## src/rtl/operand_fwd_unit_pkg.sv

```systemverilog
// Shared types for the operand forwarding unit: register addressing,
// forwarding-source indices and the operand-select encoding.
package operand_fwd_unit_pkg;

  localparam int REG_ADDR_W = 5;
  localparam logic [REG_ADDR_W-1:0] ZERO_REG = '0;

  typedef enum logic [1:0] {
    SRC_EX = 2'd0,
    SRC_ME = 2'd1,
    SRC_WB = 2'd2
  } src_idx_e;

  typedef logic [3:0] opsel_t;

  localparam opsel_t OPSEL_REGFILE = 4'd0;

  // SRC_n is encoded as n+1 so that zero always means "regfile"
  function automatic opsel_t opsel_src(input int idx);
    return opsel_t'(idx + 1);
  endfunction

endpackage

```

## src/rtl/operand_fwd_unit_fwd_select.sv

```systemverilog
// Per-read-port operand resolution: picks the youngest forwarding hit
// and flags the port blocked on pending loads or busy long-latency rd.
module operand_fwd_unit_fwd_select
  import operand_fwd_unit_pkg::*;
#(
  parameter int XLEN = 64,
  parameter int NSRC = 3,
  parameter int AW   = 5
) (
  input  logic [AW-1:0]        rs_i,
  input  logic [XLEN-1:0]      rf_data_i,
  input  logic [NSRC-1:0]      src_wen_i,
  input  logic [NSRC*AW-1:0]   src_rd_i,
  input  logic [NSRC*XLEN-1:0] src_data_i,
  input  logic [NSRC-1:0]      src_ok_i,
  input  logic                 busy_i,
  output logic [XLEN-1:0]      data_o,
  output logic                 blocked_o,
  output logic                 hit_o
);

  opsel_t sel;
  logic   any_ok;
  logic   win_ok;
  logic   is_zero;

  assign is_zero = (rs_i == AW'(ZERO_REG));

  // Scan oldest to youngest so the youngest hit is left in sel
  always_comb begin
    sel    = OPSEL_REGFILE;
    any_ok = 1'b0;
    if (!is_zero) begin
      for (int i = NSRC - 1; i >= int'(SRC_EX); i--) begin
        if (src_wen_i[i] && (src_rd_i[i*AW +: AW] == rs_i)) begin
          sel    = opsel_src(i);
          any_ok = any_ok | src_ok_i[i];
        end
      end
    end
  end

  always_comb begin
    data_o = is_zero ? '0 : rf_data_i;
    win_ok = 1'b1;
    for (int i = 0; i < NSRC; i++) begin
      if (sel == opsel_src(i)) begin
        data_o = src_data_i[i*XLEN +: XLEN];
        win_ok = src_ok_i[i];
      end
    end
  end

  assign hit_o     = (sel != OPSEL_REGFILE);
  assign blocked_o = (hit_o && !win_ok) || (busy_i && !any_ok);

endmodule

```

## src/rtl/operand_fwd_unit.sv

```systemverilog
// Operand forwarding unit: scoreboard, decode stall and ID/EX operand register.
// Optional stall/forward statistics are built when FWD_STALL_STAT_EN is defined.
module operand_fwd_unit
  import operand_fwd_unit_pkg::*;
#(
  parameter  int XLEN  = 64,
  parameter  int NREAD = 2,
  parameter  int NSRC  = 3,
  parameter  int NREG  = 32,
  localparam int AW    = $clog2(NREG)
) (
  input  logic                  clock,
  input  logic                  reset,
  input  logic                  id_valid,
  output logic                  id_ready,
  input  logic [NREAD*AW-1:0]   id_rs_addr,
  input  logic [NREAD*XLEN-1:0] id_rs_data,
  input  logic [NSRC-1:0]       src_wen,
  input  logic [NSRC*AW-1:0]    src_rd_addr,
  input  logic [NSRC*XLEN-1:0]  src_data,
  input  logic [NSRC-1:0]       src_data_ok,
  input  logic                  mc_issue,
  input  logic [AW-1:0]         mc_issue_rd,
  input  logic                  mc_done,
  input  logic [AW-1:0]         mc_done_rd,
  input  logic                  flush,
  output logic                  ex_valid,
  input  logic                  ex_ready,
  output logic [NREAD*XLEN-1:0] ex_rs_data
`ifdef FWD_STALL_STAT_EN
  ,
  output logic [31:0]           stall_cycles,
  output logic [31:0]           fwd_hits
`endif
);

  logic [NREG-1:0]       busy_q, busy_d;
  logic                  ex_valid_q, ex_valid_d;
  logic [NREAD*XLEN-1:0] ex_data_q;
  logic [NREAD*XLEN-1:0] res;
  logic [NREAD-1:0]      blk;
  logic [NREAD-1:0]      hit;
  logic                  stall;
  logic                  xfer;

  for (genvar p = 0; p < NREAD; p++) begin : g_port
    operand_fwd_unit_fwd_select #(
      .XLEN(XLEN),
      .NSRC(NSRC),
      .AW  (AW)
    ) u_sel (
      .rs_i      (id_rs_addr[p*AW +: AW]),
      .rf_data_i (id_rs_data[p*XLEN +: XLEN]),
      .src_wen_i (src_wen),
      .src_rd_i  (src_rd_addr),
      .src_data_i(src_data),
      .src_ok_i  (src_data_ok),
      .busy_i    (busy_q[id_rs_addr[p*AW +: AW]]),
      .data_o    (res[p*XLEN +: XLEN]),
      .blocked_o (blk[p]),
      .hit_o     (hit[p])
    );
  end

  assign stall    = id_valid && (|blk);
  assign id_ready = !stall && (!ex_valid_q || ex_ready);
  assign xfer     = id_valid && id_ready;

  // Issue is applied after done so a same-register collision stays busy
  always_comb begin
    busy_d = busy_q;
    if (mc_done && (mc_done_rd != AW'(ZERO_REG))) begin
      busy_d[mc_done_rd] = 1'b0;
    end
    if (mc_issue && (mc_issue_rd != AW'(ZERO_REG))) begin
      busy_d[mc_issue_rd] = 1'b1;
    end
  end

  always_comb begin
    ex_valid_d = ex_valid_q;
    if (flush) begin
      ex_valid_d = 1'b0;
    end else if (xfer) begin
      ex_valid_d = 1'b1;
    end else if (ex_ready) begin
      ex_valid_d = 1'b0;
    end
  end

  always_ff @(posedge clock or negedge reset) begin
    if (!reset) begin
      busy_q     <= '0;
      ex_valid_q <= 1'b0;
      ex_data_q  <= '0;
    end else begin
      busy_q     <= busy_d;
      ex_valid_q <= ex_valid_d;
      if (xfer) begin
        ex_data_q <= res;
      end
    end
  end

  assign ex_valid   = ex_valid_q;
  assign ex_rs_data = ex_data_q;

`ifdef FWD_STALL_STAT_EN
  logic [31:0] stall_q, stall_d;
  logic [31:0] hits_q, hits_d;
  logic [32:0] hsum;

  assign hsum = {1'b0, hits_q} + 33'($countones(hit));

  always_comb begin
    stall_d = stall_q;
    hits_d  = hits_q;
    if (stall && (stall_q != '1)) begin
      stall_d = stall_q + 32'd1;
    end
    if (xfer) begin
      hits_d = hsum[32] ? '1 : hsum[31:0];
    end
  end

  always_ff @(posedge clock or negedge reset) begin
    if (!reset) begin
      stall_q <= '0;
      hits_q  <= '0;
    end else begin
      stall_q <= stall_d;
      hits_q  <= hits_d;
    end
  end

  assign stall_cycles = stall_q;
  assign fwd_hits     = hits_q;
`endif

endmodule

```

## config.mk

```make
export PLATFORM = sky130hd
export DESIGN_NAME = operand_fwd_unit
export DESIGN_NICKNAME = d
export VERILOG_FILES = /design/src/rtl/operand_fwd_unit_pkg.sv /design/src/rtl/operand_fwd_unit_fwd_select.sv /design/src/rtl/operand_fwd_unit.sv
export SDC_FILE = /design/constraint.sdc
export NUM_CORES = 1
export LEC_CHECK = 0
export CAP_MARGIN = 20
export CORE_AREA = 4 4 189 191
export CTS_CLUSTER_SIZE = 10
export DETAILED_ROUTE_END_ITERATION = 12
export DIE_AREA = 0 0 193 195
export DONT_BUFFER_PORTS = 1
export MAX_ROUTING_LAYER = met4
export PLACE_DENSITY = 0.6
export SETUP_SLACK_MARGIN = 0.5
export SYNTH_ARGS = -nofsm -noshare
export SYNTH_HDL_FRONTEND = slang
export SYNTH_SLANG_ARGS = --single-unit
```

## constraint.sdc

```tcl
create_clock -name clock -period 12.1 [get_ports clock]
set_clock_uncertainty 0.05 [all_clocks]
set_input_delay 3.025 -clock clock [delete_from_list [all_inputs] [get_ports clock]]
set_output_delay 3.025 -clock clock [all_outputs]
set_load 0.02 [all_outputs]
```

==> results of run 1 <==
-- per-stage QoR --
step	power, mW	setup WS, ns	utilization
after floorplan	1.66	3.88	-
after global placement	1.79	3.80	0.348
after detailed placement	1.80	3.71	0.348
after CTS	2.38	3.69	0.366
after global routing	2.46	3.55	0.366
final	2.35	3.72	0.366
-- sequential cells by signal, indices dropped and copies added (netlist names) --
| name | flops |
|---|---|
| busy_q | 32 |
| ex_rs_data | 128 |
| ex_valid | 1 |
-- cell type report --
type                            instances  area [µm²]
Timing Repair Buffer                   12        90.1
Clock inverter                         13         151
Clock buffer                           19         443
Inverter                                1        3.75
Multi-Input combinational cell        857        7190
Sequential cell                       161        4030
Fill cell                            3376       21600
Tap cell                              455         569
-- Yosys cell counts (14+ instances only) --
library cell	instances
a22o_2	88
buf_12	14
mux2i_1	134
dfrtp_1	161
o21ai_0	191
clkbuf_1	40
mux2_4	120
xnor2_1	17
clkbuf_8	14
a22o_1	40
nor2_1	14
nand2_1	141
-- how the worst max path moves through the flow --
stage,from,endpoint,slack (ns),depth (start not counted)
finish,id_rs_addr[1],id_ready,3.72,8
global route,id_rs_addr[0],id_ready,3.55,8
CTS,id_rs_addr[1],id_ready,3.69,8
global placement,id_rs_addr[0],id_ready,3.80,8
floorplan,id_rs_addr[6],id_ready,3.88,8
detailed placement,id_rs_addr[1],id_ready,3.71,8
-- power by group through the flow --
stage               registers [mW]  clock network [mW]  logic [mW]
floorplan                     1.15                   0       0.510
global placement              1.26                   0       0.530
detailed placement            1.26                   0       0.541
CTS                           1.25               0.579       0.544
global route                  1.27               0.603       0.579
finish                        1.25               0.559       0.542
-- metal layers --
metal | up-vias | track usage | routed length [µm]
li1 | 4015 | - | -
met3 | 78 | 0.0638 | 4290
met2 | 545 | 0.321 | 19200
met1 | 4467 | 0.257 | 15600
met4 | 0 | 0.0761 | 1290
met5 | - | - | 0
-- kinds of logic (layout without fill, tap and decap cells) --
logic type	after synthesis	in the layout
muxes	279	279
xor gates and xnor gates	30	30
AOI/OAI and AO/OA	334	334
buffers and inverters	96	45
and+or+nand+nor	214	214
DFF	161	161
-- worst max-delay path, stage by stage --
cell	delay, ns
xnor2_1	0.10
nand3_1	0.15
or2_4	0.14
buf_4	0.77
a211oi_1	0.20
o31ai_1	0.53
o31ai_1	0.12
and2_1	0.26
==> run_results.csv, run 1 <==
group,metric,value,unit
synthesis,syn-num-nets,1482,
synthesis,ys_ff_latch,161,
cells_and_area,finalNonFillerCells,1518,
synthesis,avgSynthCellArea,10.7,µm²
synthesis,synth_compound_area_frac,0.193,
setup_path,endpoint_kind,"output pin",
clock_network,root_buffer,"clkbuf_16",
clock_network,cts.repair.resized,0,
synthesis,synth_edf_count,0,
detailed_routing,drt_first_pass_iters,8,
timing,max_slew_margin,0.288,
place,gp_routability_congestion,0.928,
die,initial_core_util,0.350,
cells_and_area,area_growth,4.40,%
timing,period_share,0.693,
synthesis,ys_top_cells_by_area,"dfrtp_1 34%, mux2_4 15%, mux2i_1 11%, o21ai_0 8.0%, a22o_2 7.4%",
pwr,p_per_area,188,nW/µm²
setup_path,critPathLaunchType,"primary input",
clock_network,cts_buffers,17,
die,dieArea,37600,µm²
job,cap_violations,0,
synthesis,synth_xor_area_frac,0.0220,
cells_and_area,finalNetCount,1418,
clock_network,clkTransAtPathRegs,0.07,ns
pwr,peakVddDrop,0.0000993,V
clock_network,cts-hold-fix-buffers,0,
pwr,seq_power_share,0.531,
synthesis,ys_async_sr_fraction,1.00,
clock_network,cts_setup_buffers,0,
detailed_routing,wl_per_cell,26.6,µm
pwr,p_sw,897,µW
pwr,p_comb_frac,0.231,
synthesis,synthAdderAreaFrac,0,
grt,grt_pass1_vias,8840,
clock_network,cts_tree,"built",
place,port_buffers,0,
grt,grt-ovfl-total,0,
setup_path,rrSetupSlack,8.06,ns
place,dp_hpwl,29400,µm
setup_path,r2r-start,"busy_q[12]",
timing,slew_viol_final,0,
status,status,"finished, final reports clean",
detailed_routing,dr_total_vias,9105,
setup_path,r2r-end,"ex_rs_data[71]",
timing,clock.fmax,119,MHz
hold_path,hp-class,"reg2reg",
clock_network,clk_path_buf_depth,2,
place,place_area,11900,µm²
detailed_routing,drtAntennaViolNets,0,
synthesis,synth_top_area_share,0.337,
timing,setup_tns,0,ns
synthesis,yosysTopAreaCell,"dfrtp_1",
timing,period_minus_slack,8.38,ns
hold_path,worst_hold_path.num_cells,0,
detailed_routing,drc_errors,0,
die,core_area,34100,µm²
timing,finalHoldViolCount,0,
die,die_h,195,µm
synthesis,synth_top_family_by_area,"multiplexers",
clock_network,cts.sinks,161,
die,die_x,193,µm
setup_path,path_class,"in2out",
detailed_routing,wl,40300,µm
pwr,p_int,1.45,mW
detailed_routing,drtIter0Drc,662,
cells_and_area,drive_above_1_share,0.273,
synthesis,yosys.area_share.simple,0.0821,
synthesis,ys_warn_count,0,
timing,setup_viol,0,
setup_path,worstPathArrival,5.31,ns
pwr,switching_share,0.382,
timing,worstMarginPinSlew,1.07,ns
synthesis,ys_types,53,
timing,rsz0062_at_grt,"false",
grt,grt_start_max_net_pins,162,
grt,grt_use_total,0.208,
grt,antenna_found_initial,0,
timing,hold_slack,0.370,ns
setup_path,ff2ff_path_depth,8,
clock_network,clock_latency,0.45,ns
synthesis,synthCells,1114,
die,pin_count,498,
synthesis,synth_area,12000,µm²
detailed_routing,post_drt_via_cell_ratio,6.00,
cells_and_area,stdcell_area,12500,µm²
cells_and_area,diodes,0,
cells_and_area,layout_commonest_cell,"o21ai_0",
hold_path,min-delay-start,"busy_q[0]",
clock_network,htree_levels,4,
synthesis,ys_seq_area_frac,0.337,
hold_path,hold_path_end,"busy_q[0]",
setup_path,cp_max_fo,55,
place,dp_cells,1486,
synthesis,ys_dominant_reg_cell,"dfrtp_1",
cells_and_area,final_cell_mix,"191 x o21ai_0, 161 x dfrtp_1, 141 x nand2_1",
pwr,p_clk_frac,0.238,
setup_path,cp.required,9.02,ns
synthesis,synth_mux_area_frac,0.301,
die,num_rows,68,
pwr,p_leak,5.33,nW
grt,grt_pass1_wl,58200,µm
No activity file was read; power rests on OpenSTA's default activity.
==> run 2, diff against run 1 <==
Settings changed: PLACE_DENSITY 0.6 to 0.62.
Clock period 12.1 ns to 7.23 ns, I/O delays scaled along.
==> run 2 against run 1 <==
Against the previous run: clock-buffer cell count is 2 higher; sequential share of layout area is 0.17 points lower; die area stayed put; highest routed layer unchanged; clock power is 58% higher; sequential cell count stayed put.
==> run_results.csv, run 2 (synthesized netlist as in run 1, its figures left out) <==
group,metric,value,unit
timing,max_slew_margin,0.304,
timing,setup_viol,0,
cells_and_area,diodes,0,
pwr,seq_power_share,0.538,
setup_path,critPathMaxStageDelay,0.53,ns
setup_path,endpoint_kind,"output pin",
detailed_routing,post_drt_via_cell_ratio,5.93,
clock_network,cts.sinks,161,
timing,clock.fmax,173,MHz
setup_path,cp_max_fo,13,
detailed_routing,wl_per_cell,26.2,µm
setup_path,r2r-start,"busy_q[13]",
setup_path,crit_start,"id_rs_addr[0]",
cells_and_area,area_growth,4.94,%
timing,period_share,0.801,
timing,setup_tns,0,ns
pwr,p_per_area,310,nW/µm²
die,num_rows,68,
detailed_routing,drt_first_pass_iters,5,
setup_path,rrSetupSlack,3.42,ns
timing,period_minus_slack,5.79,ns
hold_path,min-delay-start,"busy_q[0]",
cells_and_area,finalNetCount,1424,
place,place_area,12000,µm²
hold_path,hp-class,"reg2reg",
cells_and_area,stdcell_area,12500,µm²
hold_path,hold_path_end,"busy_q[0]",
pwr,peakVddDrop,0.000161,V
setup_path,r2r-end,"ex_rs_data[24]",
setup_path,worstPathCellList,"mux4_1 > mux4_2 > or2_0 > o2111a_2 > o31ai_1 > and2_1",
status,status,"finished, final reports clean",
die,pin_count,498,
detailed_routing,wl,39900,µm
die,core_area,34100,µm²
setup_path,path_class,"in2out",
pwr,p_sw,1.48,mW
place,dp_hpwl,29400,µm
clock_network,root_buffer,"clkbuf_16",
cells_and_area,regArea,4030,µm²
detailed_routing,drc_errors,0,
setup_path,ff2ff_path_depth,7,
job,cap_violations,0,
detailed_routing,dr_total_vias,9034,
cells_and_area,final_cell_mix,"191 x o21ai_0, 161 x dfrtp_1, 141 x nand2_1",
clock_network,cts-hold-fix-buffers,0,
place,gp_routability_congestion,0.893,
cells_and_area,multiInputGateArea,7190,µm²
pwr,p_clk_frac,0.228,
pwr,p_leak,5.37,nW
die,die_h,195,µm
clock_network,cts_setup_buffers,0,
setup_path,worstPathArrival,3.93,ns
timing,finalHoldViolCount,0,
setup_path,cp_slowest_cell,"mux4_1",
clock_network,clkTransAtPathRegs,0.06,ns
pwr,p_comb_frac,0.234,
grt,grt_pass1_wl,58000,µm
timing,rsz0062_at_grt,"false",
clock_network,cts_buffers,17,
grt,grt_use_total,0.207,
timing,slew_viol_final,0,
pwr,p_int,2.40,mW
clock_network,htree_levels,4,
cells_and_area,drive_above_1_share,0.276,
grt,grt_start_max_net_pins,162,
clock_network,clk_path_buf_depth,2,
cells_and_area,layout_commonest_cell,"o21ai_0",
detailed_routing,drtAntennaViolNets,0,
hold_path,worst_hold_path.num_cells,0,
place,port_buffers,0,
clock_network,cts.repair.resized,0,
setup_path,critPathLaunchType,"primary input",
setup_path,cp.required,5.37,ns
grt,grt-ovfl-total,0,
detailed_routing,drtIter0Drc,745,
cells_and_area,nFillCells,3374,
setup_path,cp_top_family,"multiplexers",
timing,worstMarginPinSlew,1.04,ns
clock_network,clock_latency,0.44,ns
setup_path,path_buf_inv,0,
die,dieArea,37600,µm²
die,die_x,193,µm
cells_and_area,largest_reg_flops,128,
die,initial_core_util,0.350,
grt,antenna_found_initial,0,
grt,grt_pass1_vias,9118,
clock_network,cts_tree,"built",
pwr,switching_share,0.381,
run 2: final cells by class:
type,instances,area share
multi-input cells,857,0.573
flip-flops and latches,161,0.321
well taps,455,0.0454
clock buffers,21,0.0367
repair buffers,18,0.0148
clock inverters,11,0.00828
inverters,1,0.000299
run 2: layer usage:
layer	GRT usage	share of wire
met5	-	0
met3	0.0733	0.11
met2	0.328	0.48
met1	0.249	0.38
met4	0.0606	0.025
run 2: how the worst max path moves through the flow:
| stage | end | cells past startpoint |
|---|---|---|
| final | id_ready | 6 |
| after global routing | id_ready | 6 |
| after CTS | id_ready | 6 |
| after detailed placement | id_ready | 6 |
| after global placement | id_ready | 6 |
| after floorplan | id_ready | 8 |
run 2: through the flow:
stage	power, mW	util	setup slack [ns]	hold WS, ns	instances
final	3.89	0.368	1.44	0.383	1524
after floorplan	2.78	-	1.45	0.392	1114
after global placement	3.00	0.350	1.44	0.378	1490
after CTS	3.93	0.367	1.46	0.386	1523
after detailed placement	3.02	0.350	1.47	0.370	1491
after global routing	4.07	0.368	1.42	0.406	1524
run 2: power groups by stage:
| stage | clock network, mW | registers, mW | logic (mW) |
|---|---|---|---|
| after floorplan | 0 | 1.93 | 0.853 |
| after detailed placement | 0 | 2.11 | 0.910 |
| after global routing | 0.953 | 2.14 | 0.980 |
| after global placement | 0 | 2.11 | 0.889 |
| final | 0.885 | 2.09 | 0.911 |
| after CTS | 0.916 | 2.10 | 0.915 |
==> run 3, diff against run 2 <==
Clock period 7.23 ns to 5.3 ns, I/O delays scaled along.
==> run 3 against run 2 <==
Against the previous run: clock power increased by 47%; via count is 0.23% higher; sequential cell count unchanged; routed wire length grew 0.48%; sequential share of layout area decreased by 0.067 points; setup slack worse by 0.87 ns; first-iteration DRC count down 4.0%; combinational power up 35%; largest cell class unchanged.
==> run_results.csv, run 3 (synthesized netlist as in run 1, its figures left out) <==
group,metric,value,unit
status,status,"finished, final reports clean",
timing,rsz0062_at_grt,"false",
timing,slew_viol_final,0,
grt,grt_use_total,0.207,
place,gp_routability_congestion,0.932,
setup_path,cp.required,3.92,ns
detailed_routing,post_drt_via_cell_ratio,5.94,
grt,antenna_found_initial,1,
clock_network,htree_levels,4,
grt,grt_start_max_net_pins,162,
place,dp_cells,1492,
grt,grt_pass1_wl,58000,µm
setup_path,ff2ff_path_depth,7,
detailed_routing,drtIter0Drc,715,
grt,grt-ovfl-total,0,
clock_network,cts_tree,"built",
detailed_routing,dr_total_vias,9055,
timing,finalHoldViolCount,0,
cells_and_area,finalNetCount,1424,
cells_and_area,layout_commonest_cell,"o21ai_0",
pwr,p_leak,5.38,nW
setup_path,path_class,"in2out",
hold_path,worst_hold_path.num_cells,0,
die,num_rows,68,
timing,clock.fmax,212,MHz
cells_and_area,fin_util,0.368,
place,port_buffers,0,
place,dp_hpwl,30200,µm
die,dieArea,37600,µm²
detailed_routing,drt_first_pass_iters,5,
cells_and_area,finalNonFillerCells,1525,
timing,setup_viol,0,
detailed_routing,wl_per_cell,26.3,µm
clock_network,clock_latency,0.44,ns
die,die_h,195,µm
die,initial_core_util,0.350,
detailed_routing,drtAntennaViolNets,0,
die,die_x,193,µm
pwr,p_per_area,429,nW/µm²
clock_network,clkTransAtPathRegs,0.07,ns
die,pin_count,498,
clock_network,root_buffer,"clkbuf_16",
clock_network,cts.sinks,161,
clock_network,cts_buffers,17,
setup_path,cp_max_fo,13,
setup_path,critPathLaunchType,"primary input",
timing,period_share,0.892,
detailed_routing,wl,40100,µm
detailed_routing,drc_errors,0,
cells_and_area,nFillCells,3358,
timing,setup_tns,0,ns
cells_and_area,final_cell_mix,"191 x o21ai_0, 161 x dfrtp_1, 141 x nand2_1",
timing,max_slew_margin,0.310,
pwr,finalPower,5.39,mW
clock_network,cts_setup_buffers,0,
hold_path,hp-class,"reg2reg",
setup_path,worstPathArrival,3.35,ns
die,core_area,34100,µm²
job,cap_violations,0,
cells_and_area,drive_above_1_share,0.280,
timing,worstMarginPinSlew,1.03,ns
pwr,peakVddDrop,0.000225,V
cells_and_area,largest_reg_flops,128,
cells_and_area,area_growth,5.16,%
timing,period_minus_slack,4.73,ns
clock_network,clk_path_buf_depth,2,
setup_path,endpoint_kind,"output pin",
grt,grt_pass1_vias,9041,
-- run 3: changes by cell type in the layout (fill, tap and decap cells not counted), moves of 2 or more --
cell / change
inv_6: +3
buf_4: +2
inv_8: +3
clkinv_2: -2
buf_12: -2
clkbuf_1: -2
-- run 3: critical path: stages --
cell and delay (ns):
mux4_1 0.52, mux4_2 0.48, or2_0 0.21, o2111a_2 0.18
o31ai_2 0.36, and2_2 0.27
-- run 3: path summary, 6_finish.rpt --
| path | startpoint | endpoint | slack [ns] |
|---|---|---|---|
| hold reg to reg | busy_q[0] | busy_q[0] | 0.37 |
| setup / recovery | id_rs_addr[0] | id_ready | 0.57 |
| setup reg to reg | busy_q[14] | ex_rs_data[66] | 1.94 |
| min in group asynchronous | reset | ex_rs_data[126] | 0.53 |
| hold / removal | busy_q[0] | busy_q[0] | 0.37 |
| max in group asynchronous | reset | ex_rs_data[23] | 4.45 |
-- run 3: repair_timing --
action                     CTS  global route
hold buffers                 0             0
setup endpoints to repair    1             1
resized for setup            1             1
-- run 3: where the power goes --
group          switching (mW)  leakage (nW)  internal (mW)
logic                   0.379          3.16          0.854
clock network           0.573         0.298          0.725
registers                1.12          1.92           1.75
-- run 3: final cells by class --
type | count | area (µm²) | area share
clock buffers | 18 | 439 | 0.0349
flip-flops and latches | 161 | 4030 | 0.321
repair buffers | 18 | 160 | 0.0127
well taps | 455 | 569 | 0.0453
multi-input cells | 857 | 7200 | 0.573
diodes | 1 | 2.50 | 0.000199
clock inverters | 14 | 168 | 0.0133
inverters | 1 | 3.75 | 0.000299
-- run 3: metrics by stage --
step | instance area, µm² | hold WS (ns) | setup slack, ns
6_report | 12600 | 0.371 | 0.572
3_5_place_dp | 12000 | 0.359 | 0.452
4_1_cts | 12600 | 0.376 | 0.544
5_1_grt | 12600 | 0.389 | 0.501
2_1_floorplan | 12000 | 0.392 | 0.619
3_3_place_gp | 12000 | 0.364 | 0.462
-- run 3: layer usage --
layer  up-vias  routed length, µm  track usage
li1       4028                  -            -
met5         -                  0            -
met4         0               1250       0.0669
met1      4462              15400        0.248
met2       488              19200        0.326
met3        77               4350       0.0744
